--- config.mk ---
export PLATFORM = sky130hd
export DESIGN_NAME = vector_line_engine
export DESIGN_NICKNAME = d
export VERILOG_FILES = /design/src/rtl/vector_line_engine.sv
export SDC_FILE = /design/constraint.sdc
export NUM_CORES = 1
export LEC_CHECK = 0
export BUFFER_PORTS_ARGS = -buffer_cell sky130_fd_sc_hd__buf_2
export CAP_MARGIN = 20
export CORE_MARGIN = 4
export CORE_UTILIZATION = 60
export DETAILED_ROUTE_END_ITERATION = 16
export PLACE_DENSITY = 0.79
export SETUP_SLACK_MARGIN = 0.15
export SLEW_MARGIN = 0
export SYNTH_ARGS = -nofsm -noshare
export SYNTH_HDL_FRONTEND = slang
export SYNTH_SLANG_ARGS = --single-unit
--- constraint.sdc ---
create_clock -name clk -period 9.95 [get_ports clk]
set_input_delay 0.4975 -clock clk [delete_from_list [all_inputs] [get_ports clk]]
set_output_delay 0.4975 -clock clk [all_outputs]
set_load 0.05 [all_outputs]
--- src/rtl/vector_line_engine.sv ---
// Display-list sequencer for an XY vector display: fetches command words and drives X/Y DAC
// codes plus a blank strobe, executing blanked MOVEs and beam-on Bresenham DRAW lines.
module vector_line_engine #(
  parameter int unsigned DAC_WIDTH    = 8,
  parameter int unsigned ADDRESSWIDTH = 16,
  parameter int unsigned DATAWIDTH    = 2 * DAC_WIDTH + 2,
  parameter int unsigned STEP_DIV     = 4,
  parameter int unsigned SETTLE       = 16
) (
  input  logic                    clk,
  input  logic                    rst_n,
  input  logic                    enable,
  output logic [ADDRESSWIDTH-1:0] mem_addr,
  output logic                    mem_rd,
  input  logic [DATAWIDTH-1:0]    mem_data,
  output logic [DAC_WIDTH-1:0]    x_dac,
  output logic [DAC_WIDTH-1:0]    y_dac,
  output logic                    blank,
  output logic                    busy,
  output logic                    frame_done
);

  localparam int unsigned EW   = DAC_WIDTH + 2;
  localparam int unsigned DivW = (STEP_DIV > 1) ? $clog2(STEP_DIV) : 1;
  localparam int unsigned SetW = (SETTLE > 1) ? $clog2(SETTLE) : 1;

  localparam logic [1:0] CmdMove = 2'b00;
  localparam logic [1:0] CmdDraw = 2'b01;
  localparam logic [1:0] CmdEnd  = 2'b10;

  if (DATAWIDTH != 2 * DAC_WIDTH + 2) begin : g_width_check
    $error("vector_line_engine: DATAWIDTH must equal 2*DAC_WIDTH+2");
  end

  typedef enum logic [2:0] {
    StIdle, StFetch, StWait, StDecode, StSettle, StSetup, StStep, StEnd
  } state_e;

  state_e                state;
  logic [1:0]            cmd;
  logic [DAC_WIDTH-1:0]  tx, ty, cx, cy, dx, dy, adx, ady;
  logic                  sx_neg, sy_neg;
  logic signed [EW-1:0]  err;
  logic signed [EW:0]    e2, dx_w, dy_w, err_w;
  logic                  step_x, step_y;
  logic [DivW-1:0]       div;
  logic [SetW-1:0]       settle_cnt;

  assign busy = (state != StIdle);

  assign adx  = (tx >= x_dac) ? tx - x_dac : x_dac - tx;
  assign ady  = (ty >= y_dac) ? ty - y_dac : y_dac - ty;

  // Error term is widened by one bit so 2*err never overflows.
  assign dx_w   = $signed({3'b000, dx});
  assign dy_w   = $signed({3'b000, dy});
  assign e2     = $signed({err, 1'b0});
  assign step_x = (e2 > -dy_w);
  assign step_y = (e2 < dx_w);

  always_comb begin
    err_w = {err[EW-1], err};
    if (step_x) err_w = err_w - dy_w;
    if (step_y) err_w = err_w + dx_w;
  end

  always_ff @(posedge clk or negedge rst_n) begin
    if (!rst_n) begin
      state      <= StIdle;
      mem_addr   <= '0;
      mem_rd     <= 1'b0;
      x_dac      <= '0;
      y_dac      <= '0;
      blank      <= 1'b1;
      frame_done <= 1'b0;
      cmd        <= '0;
      tx         <= '0;
      ty         <= '0;
      cx         <= '0;
      cy         <= '0;
      dx         <= '0;
      dy         <= '0;
      sx_neg     <= 1'b0;
      sy_neg     <= 1'b0;
      err        <= '0;
      div        <= '0;
      settle_cnt <= '0;
    end else begin
      mem_rd     <= 1'b0;
      frame_done <= 1'b0;
      unique case (state)
        StIdle: begin
          if (enable) begin
            state  <= StFetch;
            mem_rd <= 1'b1;
          end
        end
        StFetch: state <= StWait;
        StWait: begin
          cmd        <= mem_data[DATAWIDTH-1 -: 2];
          tx         <= mem_data[2*DAC_WIDTH-1 -: DAC_WIDTH];
          ty         <= mem_data[DAC_WIDTH-1:0];
          mem_addr   <= mem_addr + 1'b1;
          frame_done <= &mem_addr;
          state      <= StDecode;
          // A MOVE target must be on the DACs in the decode clock itself.
          if (mem_data[DATAWIDTH-1 -: 2] == CmdMove) begin
            x_dac <= mem_data[2*DAC_WIDTH-1 -: DAC_WIDTH];
            y_dac <= mem_data[DAC_WIDTH-1:0];
            blank <= 1'b1;
          end
        end
        StDecode: begin
          unique case (cmd)
            CmdMove: begin
              settle_cnt <= '0;
              state      <= StSettle;
            end
            CmdDraw: state <= StSetup;
            CmdEnd: begin
              state      <= StEnd;
              blank      <= 1'b1;
              frame_done <= 1'b1;
              mem_addr   <= '0;
            end
            default: begin
              if (enable) begin
                state  <= StFetch;
                mem_rd <= 1'b1;
              end else begin
                state <= StIdle;
                blank <= 1'b1;
              end
            end
          endcase
        end
        StSettle: begin
          if (settle_cnt == SetW'(SETTLE - 1)) begin
            if (enable) begin
              state  <= StFetch;
              mem_rd <= 1'b1;
            end else begin
              state <= StIdle;
              blank <= 1'b1;
            end
          end else begin
            settle_cnt <= settle_cnt + 1'b1;
          end
        end
        StSetup: begin
          dx     <= adx;
          dy     <= ady;
          sx_neg <= (tx < x_dac);
          sy_neg <= (ty < y_dac);
          err    <= $signed({2'b00, adx}) - $signed({2'b00, ady});
          cx     <= x_dac;
          cy     <= y_dac;
          div    <= '0;
          state  <= StStep;
        end
        StStep: begin
          if (div == DivW'(STEP_DIV - 1)) begin
            div   <= '0;
            x_dac <= cx;
            y_dac <= cy;
            blank <= 1'b0;
            if (cx == tx && cy == ty) begin
              if (enable) begin
                state  <= StFetch;
                mem_rd <= 1'b1;
              end else begin
                state <= StIdle;
                blank <= 1'b1;
              end
            end else begin
              err <= err_w[EW-1:0];
              if (step_x) cx <= sx_neg ? cx - 1'b1 : cx + 1'b1;
              if (step_y) cy <= sy_neg ? cy - 1'b1 : cy + 1'b1;
            end
          end else begin
            div <= div + 1'b1;
          end
        end
        StEnd: begin
          if (enable) begin
            state  <= StFetch;
            mem_rd <= 1'b1;
          end else begin
            state <= StIdle;
          end
        end
        default: state <= StIdle;
      endcase
    end
  end

endmodule

==> flow_metrics.tcl <==
set metrics [dict create \
    status "finished, final reports clean" \
    post_cts.resized_instances 0 \
    synth_area_um2 8600 \
    post_layout_nonfiller_instances 1229 \
    final_number_of_max_transition_violations 0 \
    total_congestion_overflow 0 \
    clock_path_buffers 2 \
    layout_worst_path_cycle_share_pct 52.3 \
    chipWidth_um 128 \
    max_cap_viols 0 \
    core_region_area_um2 13900 \
    max_freq_mhz 192 \
    first_pass_grt_wire_length_mm 34.5 \
    finalSetupTns_ps 0 \
    drive_gt1_share_pct 11.2 \
    drt_first_iter_violations 504 \
    crit_fanout 6 \
    dieHeight_um 128 \
    ys_async_sr_fraction_pct 100 \
    crit_chain "inv_1 > nand4_1 > or4_2 > xnor2_1 > ha_1 > nand4_1 > or4_4 > nand3_2 > a21o_2 > mux2i_1 > inv_1 > ha_1 > a211o_1 > nand2_1 > a21oi_1 > a21oi_1 > nor2_1 > a2111oi_1 > a211oi_1 > a211o_1" \
    postCtsSetupRepairBufs 0 \
    mean_routed_wirelength_per_cell_um 16.4 \
    timing.critical_path.to_type "flip-flop" \
    setup_viol 0 \
    ys.warnings.count 0 \
    number_of_cells_produced_by_synthesis 1002 \
    timing.max_slew.rel_slack_pct 41.5 \
    fillerInstances 1199 \
    worst_setup_path_category "reg2reg" \
    cts.htree.levels 3 \
    largest_net_degree_at_the_start_of_global_routing 67 \
    regToRegEndpoint "err[9]$_DFFE_PN0P_" \
    layout.cells.most_common "sky130_fd_sc_hd__nand2_1" \
    path_clk_slew_ps 70 \
    critical_path.startpoint_type "flip-flop" \
    layout.cell_area.non_filler_um2 9290 \
    timing_hold_violations_final 0 \
    crit_path_start "dy[3]$_DFFE_PN0P_" \
    placed_area_um2 8980 \
    ff_latch_area_um2 2650 \
    cp_data_required_time_ps 10200 \
    period_minus_slack_ps 5210 \
    drt_drc_violations_left 0 \
    clock_insertion_delay_worst_skew_ps 360 \
    design.final.nets 1167 \
    io_buffer_count 56 \
    cts_made_buffers 9 \
    synth.distinct_cells 77 \
    worst-r2r-cell-count 20 \
    synth-edff-count 0 \
    num_vias 7278 \
    globalplace.congestion 0.923 \
    r2r_slack_ps 4740 \
    timing.critical_path.slowest_cell_delay_ps 610 \
    cts_tree "done" \
    mostFrequentLayoutCells "sky130_fd_sc_hd__nand2_1, sky130_fd_sc_hd__dfrtp_1, sky130_fd_sc_hd__ha_1" \
    clock_skews_ps 8.05 \
    grt_setup_unrepaired "false" \
    ant_nets 0 \
    area.growth.synth_to_final_pct 8.02 \
    max_slew.worst_pin.slew_ps 877 \
    cp.buffers_inverters 2 \
    syn_nets 1125 \
    clock-sinks 106 \
    dieArea_um2 16300 \
    dpl.hpwl_mm 15.2 \
    placed_cells_incl_taps 1212 \
    grt_pass1_vias 7030 \
    synth-seq-cells 106 \
    cp_num_cells 20 \
    synth_seq_area_share_pct 30.9 \
    root_buffer "sky130_fd_sc_hd__clkbuf_16" \
    core_rows 43 \
    multiInputGateArea_um2 5460 \
    firstDrtPassIters 6 \
    io_pins 57 \
    postSynth.topFlopCell "sky130_fd_sc_hd__dfrtp_1" \
    worst_r2r_startpoint "dy[3]$_DFFE_PN0P_" \
    routed_via_count_divided_by_cell_count 5.92 \
    initial_utilization_pct 61.7 \
    number_of_inserted_diodes 0 \
    grt.total_usage_pct 25.9 \
    antenna_violations_before_repair 0 \
    totalWireLength_mm 20.2 \
    hold_class "in2async" \
    postLayoutCoreUtil_pct 66.7 \
    cts.hold.buffers_added 0 \
    cp_data_arrival_time_ps 5450 \
    cpLargestDelayFamily "simple AND/OR/NAND/NOR gates" \
    timing.critical_path.slowest_stage_cell "sky130_fd_sc_hd__or4_2" \
    postSynthAreaPerCell_um2 8.58 \
]
==> cells by family (layout without fill, tap and decap cells) <==
kind of cell,Yosys count,after routing,synth area share [%]
simple gates,316,316,17.6
compound gates,255,255,18.4
flops,106,106,30.9
buf+inv,116,163,5.78
fa+ha+maj,102,102,15.6
mux,41,41,5.03
xor+xnor,66,66,6.72
==> through the flow <==
step / hold slack [ps] / worst slack [ps]
3_5_place_dp: 481 / 4830
4_1_cts: 130 / 4810
5_1_grt: 160 / 4410
3_3_place_gp: 470 / 5010
2_1_floorplan: 202 / 5240
6_report: 116 / 4740
==> cell usage after synthesis, drive strengths merged, types with 3 or more instances <==
cell type,count,area (µm²)
nand2b,11,68.8
nor2b,21,131
a21boi,3,22.5
nand2,112,420
a21oi,69,372
buf,8,55.1
ha,93,1160
xnor2,46,403
o211ai,4,30.0
nor2,72,273
o31ai,7,52.6
inv,83,312
o22ai,3,18.8
nor4,8,50.1
o21a,9,67.6
a211o,4,35.0
xor2,20,175
mux2,12,143
fa,9,180
a21o,11,83.8
nor3,21,105
a211oi,11,82.6
dfrtp,105,2630
mux2i,29,290
nand4,13,81.3
a31oi,8,50.1
and2,9,56.3
nand3b,3,26.3
or3,8,50.1
nand3,15,85.1
and3,9,56.3
or2,6,37.5
a311oi,3,26.3
o21ai,95,487
clkbuf,24,120
a221oi,3,26.3
o311ai,3,26.3
==> flip-flops by register name, indices dropped and copies added (netlist names), 8 cells and up <==
| name | flops |
|---|---|
| cx | 8 |
| cy | 8 |
| dx | 8 |
| dy | 8 |
| err | 10 |
| mem_addr | 16 |
| tx | 8 |
| ty | 8 |
| x_dac | 8 |
| y_dac | 8 |
==> worst max-delay path by stage <==
stage	slack (ps)	to
after CTS	4810	err[9]$_DFFE_PN0P_
after global placement	5010	err[9]$_DFFE_PN0P_
after detailed placement	4830	err[9]$_DFFE_PN0P_
after global routing	4410	err[9]$_DFFE_PN0P_
final	4740	err[9]$_DFFE_PN0P_
after floorplan	5240	err[9]$_DFFE_PN0P_
==> layer usage <==
layer | share of wire, % | vias to the layer above | global-route usage (%)
li1 | - | 3590 | -
met1 | 47 | 3410 | 37.3
met2 | 45 | 227 | 39.5
met3 | 5.2 | 51 | 3.71
met4 | 3.4 | 0 | 10.2
met5 | 0 | - | 0
==> worst register-to-register path, stage by stage (launching register included) <==
cell	delay, ps
sky130_fd_sc_hd__dfrtp_1	380
sky130_fd_sc_hd__inv_1	140
sky130_fd_sc_hd__nand4_1	190
sky130_fd_sc_hd__or4_2	620
sky130_fd_sc_hd__xnor2_1	150
sky130_fd_sc_hd__ha_1	280
sky130_fd_sc_hd__nand4_1	120
sky130_fd_sc_hd__or4_4	540
sky130_fd_sc_hd__nand3_2	110
sky130_fd_sc_hd__a21o_2	170
sky130_fd_sc_hd__mux2i_1	340
sky130_fd_sc_hd__inv_1	110
sky130_fd_sc_hd__ha_1	310
sky130_fd_sc_hd__a211o_1	310
sky130_fd_sc_hd__nand2_1	70
sky130_fd_sc_hd__a21oi_1	100
sky130_fd_sc_hd__a21oi_1	170
sky130_fd_sc_hd__nor2_1	90
sky130_fd_sc_hd__a2111oi_1	520
sky130_fd_sc_hd__a211oi_1	90
sky130_fd_sc_hd__a211o_1	290
==> area by class of cell <==
cell class | instances | area share [%]
sequential | 106 | 28.6
inverter | 83 | 3.35
tap | 180 | 2.42
multi-input combinational | 780 | 58.7
clock inverter | 7 | 0.808
timing repair buffer | 64 | 3.66
clock buffer | 9 | 2.42
Power is not shown: default switching activity piles up to over one toggle a cycle in this logic, so the estimate is an artifact.
